--- src/rtl/sad_datapath.sv ---
// sad_datapath: index/accumulator datapath of the SAD engine.
// Walks an element index over two pixel blocks, accumulates |A-B|,
// flags block completion and registers the final sum on request.
// Optional build macro: SAD_SAT_EN (saturating accumulator + sticky overflow flag).
module sad_datapath #(
    parameter int PIX_W  = 8,
    parameter int N      = 256,
    parameter int ADDR_W = 8,
    parameter int SUM_W  = 16
) (
    input  logic              clk,
    input  logic              Mrst,
    input  logic              rst,
    input  logic              en,
    input  logic              en_reg,
    input  logic [PIX_W-1:0]  a_pix,
    input  logic [PIX_W-1:0]  b_pix,
    output logic [ADDR_W-1:0] addr,
    output logic              comp,
    output logic [SUM_W-1:0]  sad,
    output logic              sad_valid,
    output logic              sad_ovf
);

    // idx is one bit wider than addr so it can hold the terminal value N
    localparam logic [ADDR_W:0] IDX_END = (ADDR_W+1)'(N);

    logic [ADDR_W:0]  idx;
    logic [SUM_W-1:0] acc;
    logic [SUM_W-1:0] acc_next;
    logic [PIX_W:0]   diff;
    logic [PIX_W:0]   mag;
    logic [SUM_W-1:0] term;

    assign addr = idx[ADDR_W-1:0];
    assign comp = (idx == IDX_END);

    // absolute difference on a PIX_W+1-bit signed difference, zero-extended
    always_comb begin
        diff = {1'b0, a_pix} - {1'b0, b_pix};
        mag  = diff[PIX_W] ? (~diff + (PIX_W+1)'(1)) : diff;
        term = SUM_W'(mag);
    end

`ifdef SAD_SAT_EN
    logic [SUM_W:0] sum_ext;
    logic           ovf_hit;
    logic           ovf_q;

    // widened add so the carry-out tells us when to clamp
    always_comb begin
        sum_ext  = {1'b0, acc} + {1'b0, term};
        ovf_hit  = sum_ext[SUM_W];
        acc_next = ovf_hit ? {SUM_W{1'b1}} : sum_ext[SUM_W-1:0];
    end

    assign sad_ovf = ovf_q;
`else
    // plain modulo-2^SUM_W accumulation
    always_comb begin
        acc_next = acc + term;
    end

    assign sad_ovf = 1'b0;
`endif

    // index and accumulator: rst wins over en; index stops at N
    always_ff @(posedge clk or posedge Mrst) begin
        if (Mrst) begin
            idx <= '0;
            acc <= '0;
`ifdef SAD_SAT_EN
            ovf_q <= 1'b0;
`endif
        end else if (rst) begin
            idx <= '0;
            acc <= '0;
`ifdef SAD_SAT_EN
            ovf_q <= 1'b0;
`endif
        end else if (en && !comp) begin
            idx <= idx + (ADDR_W+1)'(1);
            acc <= acc_next;
`ifdef SAD_SAT_EN
            ovf_q <= ovf_q | ovf_hit;
`endif
        end
    end

    // result register: captures pre-edge acc, unaffected by rst
    always_ff @(posedge clk or posedge Mrst) begin
        if (Mrst) begin
            sad       <= '0;
            sad_valid <= 1'b0;
        end else begin
            sad_valid <= en_reg;
            if (en_reg) begin
                sad <= acc;
            end
        end
    end

endmodule

--- config.mk ---
export PLATFORM = sky130hd
export DESIGN_NAME = sad_datapath
export DESIGN_NICKNAME = d
export VERILOG_FILES = /design/src/rtl/sad_datapath.sv
export SDC_FILE = /design/constraint.sdc
export NUM_CORES = 1
export LEC_CHECK = 0
export ABC_AREA = 1
export ABC_CLOCK_PERIOD_IN_PS = 1800
export BUFFER_PORTS_ARGS = -buffer_cell sky130_fd_sc_hd__buf_2
export CORE_AREA = 2 2 86 88
export DETAILED_ROUTE_END_ITERATION = 8
export DIE_AREA = 0 0 88 90
export SETUP_SLACK_MARGIN = 0.15
export SYNTH_ARGS = -nofsm -noshare
export SYNTH_HDL_FRONTEND = slang
export SYNTH_SLANG_ARGS = --single-unit
--- constraint.sdc ---
create_clock -name clk -period 1.8 [get_ports clk]
set_input_delay 0 -clock clk [delete_from_list [all_inputs] [get_ports clk]]
set_output_delay 0 -clock clk [all_outputs]
set_load 0.02 [all_outputs]
# --- Word level (Yosys, flattened, before mapping) ---
# Cells that the tools add are included.
word_totals:
  register_bits: 42
  out_inout_bits: 27
  elab_cells: 18
op_classes:
  n_addsub: 4
  eq_ne: 1
  mux: 5
  bitwise: 1
  reduce_logical: 3
ops:
  columns: ["operator", "count"]
  rows:
  - ["$mux W16", 2]
  - ["$mux W9", 3]
  - ["$add A9 B1 Y9 const B", 2]
  - ["$add A16 B9 Y16", 1]
  - ["$eq A9 B9 Y1 const B", 1]
  - ["$not A9 Y9", 1]
  - ["$sub A8 B8 Y9", 1]
  - ["$reduce_bool A2 Y1", 1]
  - ["$logic_and A1 B1 Y1", 1]
  - ["$logic_not A1 Y1", 1]

# --- Logic depth before layout (Yosys ltp) ---
depth:
  ltp_word: 7
  mapped_depth: 23
  depth_no_buf: 23

# --- Worst setup path after synthesis ---
# Ideal clock, no wire load.
synth_path:
  path_type: "in2reg"
  startpoint: "input port a_pix[0]"
  endpoint: "register acc[12]"
  setup_ns: 0.119
  t_arrival_ns: 2.351
  required_time_ns: 1.681
  slack_ns: -0.670
  cell_stages: 15
  cell_sequence: "inv_1 ha_1 fa_1 nand2_1 nor2_4 nand3_1 nor2_2 nor2_2 xnor2_1 ha_1 a21oi_1 nand3_1 a21o_1 a21oi_1 nor2_1"
synth_via:
  elab_chain_len: 7
synth_rtl:
  columns: ["item", "line_no", "source"]
  rows:
  - ["start, declared", "16", "input logic [PIX_W-1:0] a_pix,"]
  - ["$sub A8 B8 Y9 *", "40", "diff = {1'b0, a_pix} - {1'b0, b_pix};"]
  - ["$not A9 Y9", "41", "mag = diff[PIX_W] ? (~diff + (PIX_W+1)'(1)) : diff;"]
  - ["$add A9 B1 Y9", "41", null]
  - ["$mux W9 *", "41", null]
  - ["$add A16 B9 Y16 *", "61", "acc_next = acc + term;"]
  - ["$mux W16 *", "81", "end else if (en && !comp) begin"]
  - ["$mux W16 *", "75", "end else if (rst) begin"]
  - ["end signal, assigned", "83", "acc <= acc_next;"]
  - ["end, declared", "29", "logic [SUM_W-1:0] acc;"]
# Mark *: on every way between the ends. The rest lies on a longest branch, timed or not. The select of a mux whose other input is x is not followed.
# A chain may end at the register's enable or synchronous reset.

# --- Worst setup path after layout ---
# Same ends and word-level chain as after synthesis.

==> flow_metrics.tcl <==
set metrics [dict create \
    yosysMostFrequentCell "nand2_1" \
    routed_wl_um 6916 \
    layout.nets 534 \
    syn_inst 401 \
    skew_ns 0.01087 \
    max_freq_mhz 414.6 \
    rsz0062_at_grt "yes" \
    report.final.hold_viol_count 0 \
    crit_arrival_ns 2.61 \
    grt_pass1_vias 2719 \
    overflow 0 \
    ys_top_cells_by_area "dfrtp_1, nand2_1, ha_1" \
    regArea_um2 1051 \
    clockBufferDepth 2 \
    syn_nets 446 \
    synth_area_per_cell_um2 7.673 \
    multi_input_area_um2 2113 \
    seq_area_frac_synth_pct 34.16 \
    fin_crit_ns 2.412 \
    synth.top_cell.area_share_pct 34.16 \
    ios 48 \
    grt_max_degree 43 \
    crit_family "adder cells" \
    n_antenna_cell 0 \
    critical_path_class "input port to register" \
    yosysTopAreaCell "dfrtp_1" \
    grt_usage_pct 18.62 \
    syn_to_final_growth_pct 39.12 \
    period_share_pct 134.0 \
    cts_tree "done" \
    ys_types 41 \
    finalSetupViolations 15 \
    root_buffer "clkbuf_8" \
    finish.utilization_pct 60.97 \
    antenna_found_initial 0 \
    syn-cell-area_um2 3077 \
    wire_per_inst_um 11.74 \
    core-area_um2 7020 \
    ys_top_cells_by_count "nand2_1, inv_1, dfrtp_1, nor2_1, nand3_1" \
    die_area_um2 7920 \
    critical_path.max_stage_delay_ns 0.55 \
    slew_headroom_pct 65.15 \
    required_ns 2.00 \
    drt_iter0_markers 83 \
    fin_ws_ns -0.6122 \
    cp-end-kind "register" \
    cts_made_buffers 5 \
    ant_nets 0 \
    fillerInstances 615 \
    cp_slowest_cell "fa_2" \
    p_leak_nw 2.162 \
    die_y_um 90 \
    path_cells "buf_8, inv_8, ha_4, fa_2, buf_4, nand2_4, nor2_4, nand3_2, nor2_4, nor2_2, xnor2_2, ha_1, a21oi_2, nand3_2, a21o_1, a21oi_1, nor2_1" \
    synth_edf_count 0 \
    status "finished with violations" \
    clk_latency_ns 0.30 \
    grt_pass1_wl_um 12050 \
    clk_pin_slew_ns 0.09 \
    first_pass_iters 4 \
    drcViolationCount 0 \
    port_buffers 46 \
    cp-start-kind "input port" \
    tightest_slew_ns 0.5228 \
    ys_seq_elements 42 \
    violations "negative setup slack" \
    ir_drop_uv 698.0 \
    initial_core_util_pct 43.82 \
    path_buf_inv 3 \
    critPathMaxFanout 4 \
    synth_flop_cell "dfrtp_1" \
    finalPower_mw 4.259 \
    synth-async-reset-ratio_pct 100.0 \
    maxCapViolations 0 \
    die_w_um 88 \
    dp.final_hpwl_um 5104 \
    routabilityCongestion 0.8485 \
    via_count 2844 \
    pwr_density_cell_nw_per_um2 995.1 \
    htree_levels 2 \
    finalMaxSlewViolations 0 \
    viasPerCell 4.829 \
    clock-sinks 42 \
    hp-class "input port to register" \
    row_count 31 \
    layout-drive-gt1-share_pct 44.29 \
    yosys_warnings 0 \
]
[cell type report]
| cell class | instances | area share (%) |
|---|---|---|
| timing repair buffer | 93 | 14.29 |
| tap | 99 | 2.894 |
| clock buffer | 5 | 1.608 |
| sequential | 42 | 24.55 |
| multi-input combinational | 287 | 49.37 |
| clock inverter | 3 | 1.608 |
| inverter | 60 | 5.671 |
[sequential cells by signal, indices dropped and copies added (netlist names)]
signal / flops
acc: 16
idx: 9
sad: 16
sad_valid: 1
[placed cells by master (no fill, tap or decap), types with 3 or more instances in the layout]
cell      count
a21oi_1       9
a21oi_2      13
buf_2        44
buf_4        43
buf_6         3
clkbuf_8      5
dfrtp_1      42
ha_1         11
ha_4         10
inv_1        48
inv_2         8
mux2_2       11
nand2_1      80
nand2_2      21
nand2_4       3
nand3_1      21
nand3_2      12
nand4_1       3
nor2_1       26
nor2_2        9
nor2_4        6
o21ai_1      10
o21ai_2       3
xnor2_2       4
xor2_1        4
[stage by stage]
stage / worst slack, ns / instances / cell area (um^2) / setup TNS (ns) / hold slack (ns)
final: -0.6122 / 589 / 4280 / -6.774 / 0.06205
after global routing: -0.7584 / 589 / 4280 / -8.839 / 0.06767
after CTS: -0.5966 / 579 / 3969 / -6.546 / 0.05692
after detailed placement: -1.007 / 567 / 3680 / -12.59 / 0.1701
after global placement: -0.9804 / 567 / 3680 / -12.12 / 0.1565
after floorplan: -0.5917 / 401 / 3162 / -6.499 / 0.03143
[logic make-up (layout without fill, tap and decap cells)]
kind of cell / count (synthesis) / after routing / share of synthesized area (%)
other cells: 1 / 1 / 0.1219
mux: 11 / 11 / 4.026
flops: 42 / 42 / 34.16
buf+inv: 73 / 161 / 10.37
simple gates: 191 / 192 / 28.51
xor+xnor: 11 / 11 / 3.131
compound gates: 48 / 48 / 9.435
fa+ha+maj: 24 / 24 / 10.25
[power by group]
part	leakage, nW	internal, mW	switching (mW)
clock network	0.0683	0.556	0.340
registers	0.566	1.07	0.120
logic	1.53	1.07	1.10
[layer usage]
layer / GRT usage (%) / vias to the layer above / share of wire [%]
met5: 0 / - / 0
met4: 4.359 / 0 / 1.0
met3: 2.755 / 9 / 2.6
met2: 29.99 / 39 / 48
met1: 26.26 / 1344 / 49
li1: - / 1452 / -
[path summary, 6_finish.rpt]
kind,endpoint,start,cells past startpoint,slack [ns]
max,acc[12],a_pix[0],17,-0.61
min,sad_valid,en_reg,1,0.06
max reg2reg,acc[12],acc[0],10,0.11
min reg2reg,sad[7],sad[7],1,0.50
max in group asynchronous,acc[6],Mrst,4,1.06
min in group asynchronous,idx[1],Mrst,4,0.36
[what timing repair did]
item,CTS,global route
resized for setup,32,51
gates cloned,0,1
pin swaps,29,39
setup endpoints to repair,16,23
hold buffers,2,0
endpoints found under the hold margin,44,0
setup buffers,2,9
(Power assumes the default switching activity.)
